### src/rtl/sig_mmio_uart.sv
// Signature/halt MMIO sink: signature words go out on UART as 8 hex digits + '\n'.
// Latency: word written in cycle N is popped at edge N+1, start bit on the line in cycle N+2.
// Backpressure: none toward the core; a word arriving at a full queue is dropped and flagged.

module sig_fifo #(
  parameter int WIDTH = 32,
  parameter int DEPTH = 16
) (
  input  logic             clk,
  input  logic             rst_n,
  input  logic             push,
  input  logic [WIDTH-1:0] push_dat,
  input  logic             pop,
  output logic             push_ok,
  output logic [WIDTH-1:0] pop_dat,
  output logic             empty
);
  localparam int AW = $clog2(DEPTH);
  localparam int CW = AW + 1;

  logic [WIDTH-1:0] mem [DEPTH];
  logic [AW-1:0]    wr_ptr;
  logic [AW-1:0]    rd_ptr;
  logic [CW-1:0]    count;
  logic             full;
  logic             do_pop;

  assign empty   = (count == '0);
  assign full    = (count == CW'(DEPTH));
  assign do_pop  = pop && !empty;
  // A pop in the same cycle frees the slot, so a full queue still accepts.
  assign push_ok = push && (!full || do_pop);
  assign pop_dat = mem[rd_ptr];

  always_ff @(posedge clk) begin
    if (push_ok) mem[wr_ptr] <= push_dat;
  end

  always_ff @(posedge clk or negedge rst_n) begin
    if (!rst_n) begin
      wr_ptr <= '0;
      rd_ptr <= '0;
      count  <= '0;
    end else begin
      if (push_ok) wr_ptr <= wr_ptr + 1'b1;
      if (do_pop)  rd_ptr <= rd_ptr + 1'b1;
      case ({push_ok, do_pop})
        2'b10:   count <= count + 1'b1;
        2'b01:   count <= count - 1'b1;
        default: count <= count;
      endcase
    end
  end
endmodule

module sig_mmio_uart #(
  parameter logic [31:0] SIG_ADDR     = 32'hF000_0004,
  parameter logic [31:0] HALT_ADDR    = 32'hF000_0000,
  parameter logic [31:0] HALT_MAGIC   = 32'hCAFE_CAFE,
  parameter int          FIFO_DEPTH   = 16,
  parameter int          CLKS_PER_BIT = 868
) (
  input  logic        sysclk,
  input  logic        nrst_in,
  input  logic        dmem_wr_en,
  input  logic [31:0] dmem_wr_addr,
  input  logic [31:0] dmem_wr_data,
  output logic        mem_wr_en,
  output logic        uart_tx,
  output logic        halted,
  output logic        done,
  output logic        overflow,
  output logic [15:0] sig_count
);
  localparam int TW = $clog2(CLKS_PER_BIT);
  localparam logic [TW-1:0] TICK_MAX = TW'(CLKS_PER_BIT - 1);

  typedef enum logic [1:0] {IDLE, START, DATA, STOP} tx_state_t;

  tx_state_t     state, state_n;
  logic [TW-1:0] timer, timer_n;
  logic [2:0]    bit_idx, bit_n;
  logic [3:0]    char_idx, char_n;
  logic [31:0]   word, word_n;
  logic [7:0]    cur_char_n;
  logic          tx_n;
  logic          tick;
  logic          pop;
  logic          sig_hit, halt_hit, push_req, push_ok, fifo_empty;
  logic [31:0]   fifo_dat;

  assign sig_hit   = dmem_wr_en && (dmem_wr_addr == SIG_ADDR);
  assign halt_hit  = dmem_wr_en && (dmem_wr_addr == HALT_ADDR) && (dmem_wr_data == HALT_MAGIC);
  assign mem_wr_en = dmem_wr_en && !halt_hit;
  assign push_req  = sig_hit && !halted;
  assign tick      = (timer == TICK_MAX);

  sig_fifo #(.WIDTH(32), .DEPTH(FIFO_DEPTH)) u_fifo (
    .clk      (sysclk),
    .rst_n    (nrst_in),
    .push     (push_req),
    .push_dat (dmem_wr_data),
    .pop      (pop),
    .push_ok  (push_ok),
    .pop_dat  (fifo_dat),
    .empty    (fifo_empty)
  );

  // Index 8 is the trailing newline; 0..7 walk the word from the top nibble down.
  function automatic logic [7:0] hex_char(input logic [31:0] w, input logic [3:0] idx);
    logic [31:0] sh;
    logic [3:0]  nib;
    sh  = w << {idx[2:0], 2'b00};
    nib = sh[31:28];
    if (idx == 4'd8)       return 8'h0A;
    else if (nib < 4'd10)  return 8'h30 + {4'h0, nib};
    else                   return 8'h57 + {4'h0, nib};
  endfunction

  always_comb begin
    state_n = state;
    timer_n = timer + 1'b1;
    bit_n   = bit_idx;
    char_n  = char_idx;
    word_n  = word;
    pop     = 1'b0;
    unique case (state)
      IDLE: begin
        timer_n = '0;
        if (!fifo_empty) begin
          pop     = 1'b1;
          word_n  = fifo_dat;
          char_n  = '0;
          state_n = START;
        end
      end
      START: if (tick) begin
        timer_n = '0;
        bit_n   = '0;
        state_n = DATA;
      end
      DATA: if (tick) begin
        timer_n = '0;
        if (bit_idx == 3'd7) state_n = STOP;
        else                 bit_n   = bit_idx + 1'b1;
      end
      STOP: if (tick) begin
        timer_n = '0;
        if (char_idx == 4'd8) begin
          state_n = IDLE;
        end else begin
          char_n  = char_idx + 1'b1;
          state_n = START;
        end
      end
      default: state_n = IDLE;
    endcase
    // Line level is registered from the next state so the pin never glitches.
    cur_char_n = hex_char(word_n, char_n);
    tx_n = 1'b1;
    if (state_n == START)     tx_n = 1'b0;
    else if (state_n == DATA) tx_n = cur_char_n[bit_n];
  end

  always_ff @(posedge sysclk or negedge nrst_in) begin
    if (!nrst_in) begin
      state     <= IDLE;
      timer     <= '0;
      bit_idx   <= '0;
      char_idx  <= '0;
      word      <= '0;
      uart_tx   <= 1'b1;
      halted    <= 1'b0;
      done      <= 1'b0;
      overflow  <= 1'b0;
      sig_count <= '0;
    end else begin
      state    <= state_n;
      timer    <= timer_n;
      bit_idx  <= bit_n;
      char_idx <= char_n;
      word     <= word_n;
      uart_tx  <= tx_n;
      if (halt_hit)              halted    <= 1'b1;
      if (push_req && !push_ok)  overflow  <= 1'b1;
      if (push_ok)               sig_count <= sig_count + 16'd1;
      done <= halted && fifo_empty && (state == IDLE);
    end
  end
endmodule

### config.mk
export PLATFORM = sky130hd
export DESIGN_NAME = sig_mmio_uart
export DESIGN_NICKNAME = d
export VERILOG_FILES = /design/src/rtl/sig_mmio_uart.sv
export SDC_FILE = /design/constraint.sdc
export NUM_CORES = 1
export LEC_CHECK = 0
export ABC_AREA = 1
export CORE_ASPECT_RATIO = 0.6
export CORE_MARGIN = 2
export CORE_UTILIZATION = 50
export CTS_CLUSTER_SIZE = 20
export DETAILED_ROUTE_END_ITERATION = 12
export PLACE_DENSITY = 0.72
export SLEW_MARGIN = 5
export SYNTH_ARGS = -nofsm -noshare
export SYNTH_HDL_FRONTEND = slang
export SYNTH_SLANG_ARGS = --single-unit
### constraint.sdc
create_clock -name sysclk -period 4.9 [get_ports sysclk]
set_clock_uncertainty 0.2 [all_clocks]
set_input_delay 0.735 -clock sysclk [delete_from_list [all_inputs] [get_ports sysclk]]
set_output_delay 0.735 -clock sysclk [all_outputs]
set_load 0.01 [all_outputs]
==> reports/metrics.csv <==
stage,metric,value,unit
outcome,status,finished clean,
timing,Hold Slack,0.2706,ns
layout,Area Overhead vs Synth,14.18,%
timing,Final Cycle Share,0.8646,
floorplanning,initial core utilization,0.5097,
logic_synthesis,Mean Syn Cell Area,11.09,µm²
logic_synthesis,Post-Syn Instances,2286,
logic_synthesis,Synth Flop Type,sky130_fd_sc_hd__edfxtp_1,
global_route,initial antenna violation count,1,
worst_setup_path,Critical Path AT,3.30,ns
detailed_routing,wire length after detailed routing,66940,µm
layout,fill cell count,3967,
timing,relative max-transition margin,0.07176,
floorplanning,horizontal extent of the die,294.7,µm
worst_setup_path,CP Capture Type,primary output,
timing,total count of max-transition violations in the final report,0,
clock_tree,Clock Latency Late Sink,0.60,ns
floorplanning,full die area,52590,µm²
clock_tree,Num CTS Buffers,53,
layout,"most common cell after layout, fill and taps aside",sky130_fd_sc_hd__nand2_1,
timing,unrepaired setup endpoints after global routing,no,
clock_tree,root cell of the clock tree,sky130_fd_sc_hd__clkbuf_16,
global_route,final global-route overflow total,0,
floorplanning,number of standard-cell rows in the floorplan,63,
detailed_routing,total iterations of the first detailed-routing run,6,
run,Maximum Capacitance Violations,0,
worst_setup_path,crit path kind,input port to primary output,
timing,Setup Viol. Count Final,0,
pwr,Pwr per Cell Area,342.2,nW/µm²
pwr,switching pwr,1.983,mW
timing,Tightest Pin Transition,1.392,ns
logic_synthesis,post-synthesis sequential element count,596,
layout,number of nets at the end of the flow,2467,
clock_tree,TritonCTS clock tree,built,
detailed_routing,average wire per cell in the routed design,21.55,µm
logic_synthesis,fraction of registers with async set/reset,0.1409,
worst_setup_path,crit start category,input port,
logic_synthesis,count of flip-flops with a built-in enable after synthesis,512,
global_route,via count of the first global-routing pass,16641,
clock_tree,"Clk pin slew, worst setup/hold paths",0.06,ns
logic_synthesis,synthesized cell area,25350,µm²
placement,count of buffers inserted at the top-level ports,87,
global_route,largest net degree at the start of global routing,203,
placement,HPWL after detailed placement,38610,µm
logic_synthesis,count of distinct cell types in the synthesized netlist,50,
logic_synthesis,sequential element share of the synthesized area,0.6894,
logic_synthesis,net count after synthesis,2373,
timing,summed negative setup slack over all endpoints,0,ns
pwr,IR Drop Worst-Case VDD,0.0002535,V
floorplanning,placeable core region,49740,µm²
detailed_routing,number of DRC violations after detailed-routing iteration 0,2109,
pwr,sequential share of power,0.556,
worst_setup_path,critical path peak fanout,17,
layout,most frequent cells in the layout,"sky130_fd_sc_hd__nand2_1 (747), sky130_fd_sc_hd__edfxtp_1 (512), sky130_fd_sc_hd__nand3_1 (438)",
detailed_routing,Residual DRC,0,
clock_tree,number of H-tree levels,2,
placement,dpl cells,3006,
clock_tree,TritonCTS sink count,596,
worst_setup_path,required time reported for the critical path endpoint,3.96,ns
detailed_routing,average vias per placed instance,5.667,
layout,layout cell share with drive strength beyond 1,0.08918,
global_route,global-route usage over all layers,0.2553,
pwr,reported leakage power,10.90,nW
clock_tree,total setup buffers inserted after CTS,0,
pwr,proportion of power drawn by the clock network,0.426,
pwr,switching power as a share of total power,0.2001,
logic_synthesis,"Warnings, synthesis",0,
timing,FMAX,0.2360,GHz
global_route,first-pass GRT wire length,101200,µm
pwr,combinational share of power,0.018,
layout,Non-Filler Instances,3106,
clock_tree,# resized after CTS,0,
pwr,internal power component,7.923,mW
detailed_routing,ANT nets after route,0,
placement,RePlAce Congestion,0.8775,
detailed_routing,number of vias in the routed layout,17602,
timing,post-route minimum period,4.236,ns
clock_tree,maximum count of clock buffers along a single path,3,
floorplanning,I/O pins,88,
timing,final count of hold timing violations,0,
floorplanning,vertical die dimension,178.4,µm
min_path,worst hold-check path type,register to register,
layout make-up:
type	instances	area, µm²	share of cell area
diodes	2	5.005	0.0001729
flip-flops and latches	596	17490	0.6040
clock inverters	36	350.3	0.01210
clock buffers	61	1388	0.04793
repair buffers	158	1554	0.05368
well taps	682	853.3	0.02948
inverters	105	405.4	0.01400
multi-input cells	1466	6908	0.2386
per-stage QoR:
| stage | total power, mW | cell area [µm²] | utilization | setup slack [ns] |
|---|---|---|---|---|
| 6_report | 9.906 | 28950 | 0.5820 | 0.6636 |
| 5_1_grt | 10.14 | 28950 | 0.5819 | 0.5338 |
| 4_1_cts | 9.939 | 28950 | 0.5819 | 0.7088 |
| 3_5_place_dp | 5.789 | 27200 | 0.5468 | 0.7263 |
| 3_3_place_gp | 5.782 | 27200 | 0.5468 | 0.7192 |
| 2_1_floorplan | 5.628 | 25350 | - | 0.9340 |
layer usage:
metal	global-route usage	routed length (µm)	vias to the layer above
li1	-	-	8056
met1	0.3847	28820	8562
met2	0.3823	29680	871
met3	0.05034	7049	113
met4	0.06229	1394	0
met5	0	0	-
flip-flops by register name (all words and copies together) (netlist names):
name / flops
bit_idx: 3
char_idx: 4
done: 1
halted: 1
overflow: 1
sig_count: 16
state: 2
timer: 10
u_fifo.count: 5
u_fifo.mem: 512
u_fifo.rd_ptr: 4
u_fifo.wr_ptr: 4
uart_tx: 1
word: 32
worst max-delay path, cell delays in order:
cell                              delay [ns]
sky130_fd_sc_hd__clkdlybuf4s50_1        0.70
sky130_fd_sc_hd__nor4_1                 0.67
sky130_fd_sc_hd__nand4_1                0.18
sky130_fd_sc_hd__nor4_1                 0.30
sky130_fd_sc_hd__buf_4                  0.19
sky130_fd_sc_hd__nor2_1                 0.05
sky130_fd_sc_hd__clkdlybuf4s50_1        0.47
power by group through the flow:
| stage | Combinational, mW | Clock [mW] | Sequential (mW) |
|---|---|---|---|
| after detailed placement | 0.173 | 0 | 5.62 |
| final | 0.176 | 4.22 | 5.51 |
| after global routing | 0.189 | 4.45 | 5.50 |
| after global placement | 0.167 | 0 | 5.62 |
| after CTS | 0.175 | 4.26 | 5.51 |
| after floorplan | 0.0101 | 0 | 5.62 |
worst paths after layout:
kind / start / end / slack (ns) / cells past startpoint
setup / recovery: dmem_wr_data[10] / mem_wr_en / 0.66 / 7
hold / removal: sig_count[15] / sig_count[15] / 0.27 / 1
setup reg to reg: u_fifo.rd_ptr[0] / uart_tx / 1.00 / 22
hold reg to reg: sig_count[15] / sig_count[15] / 0.27 / 1
max in group asynchronous: nrst_in / sig_count[7] / 3.04 / 3
min in group asynchronous: nrst_in / timer[3] / 0.48 / 2
cell families after synthesis:
kind of cell,share of synthesized area
mux,0.0004441
fa+ha+maj,0.01017
compound gates,0.01456
flops,0.6894
simple gates,0.2336
buf+inv,0.04293
xor+xnor,0.008982
cells in the mapped netlist (all sizes together) (2+ instances only):
library cell	number	area (µm²)
a21oi	22	113.9
a22oi	2	15.01
a31oi	2	12.51
and3	2	12.51
buf	104	629.4
clkbuf	15	58.81
dfrtp	83	2077
edfxtp	512	15370
ha	19	237.7
inv	104	395.4
nand2	758	2893
nand3	445	2262
nand4	21	137.6
nor2	85	349.1
nor3	7	40.04
nor3b	6	45.04
nor4	9	56.30
o21ai	30	150.1
o221ai	2	17.52
o22ai	2	12.51
o31ai	2	15.01
or2	19	118.9
xnor2	5	43.79
xor2	21	183.9
repair_timing:
item	4_1_cts	5_1_grt
endpoints found under the hold margin	39	0
hold buffers	1	0
setup endpoints to repair	0	0
Power figures use the tool's default switching activity.
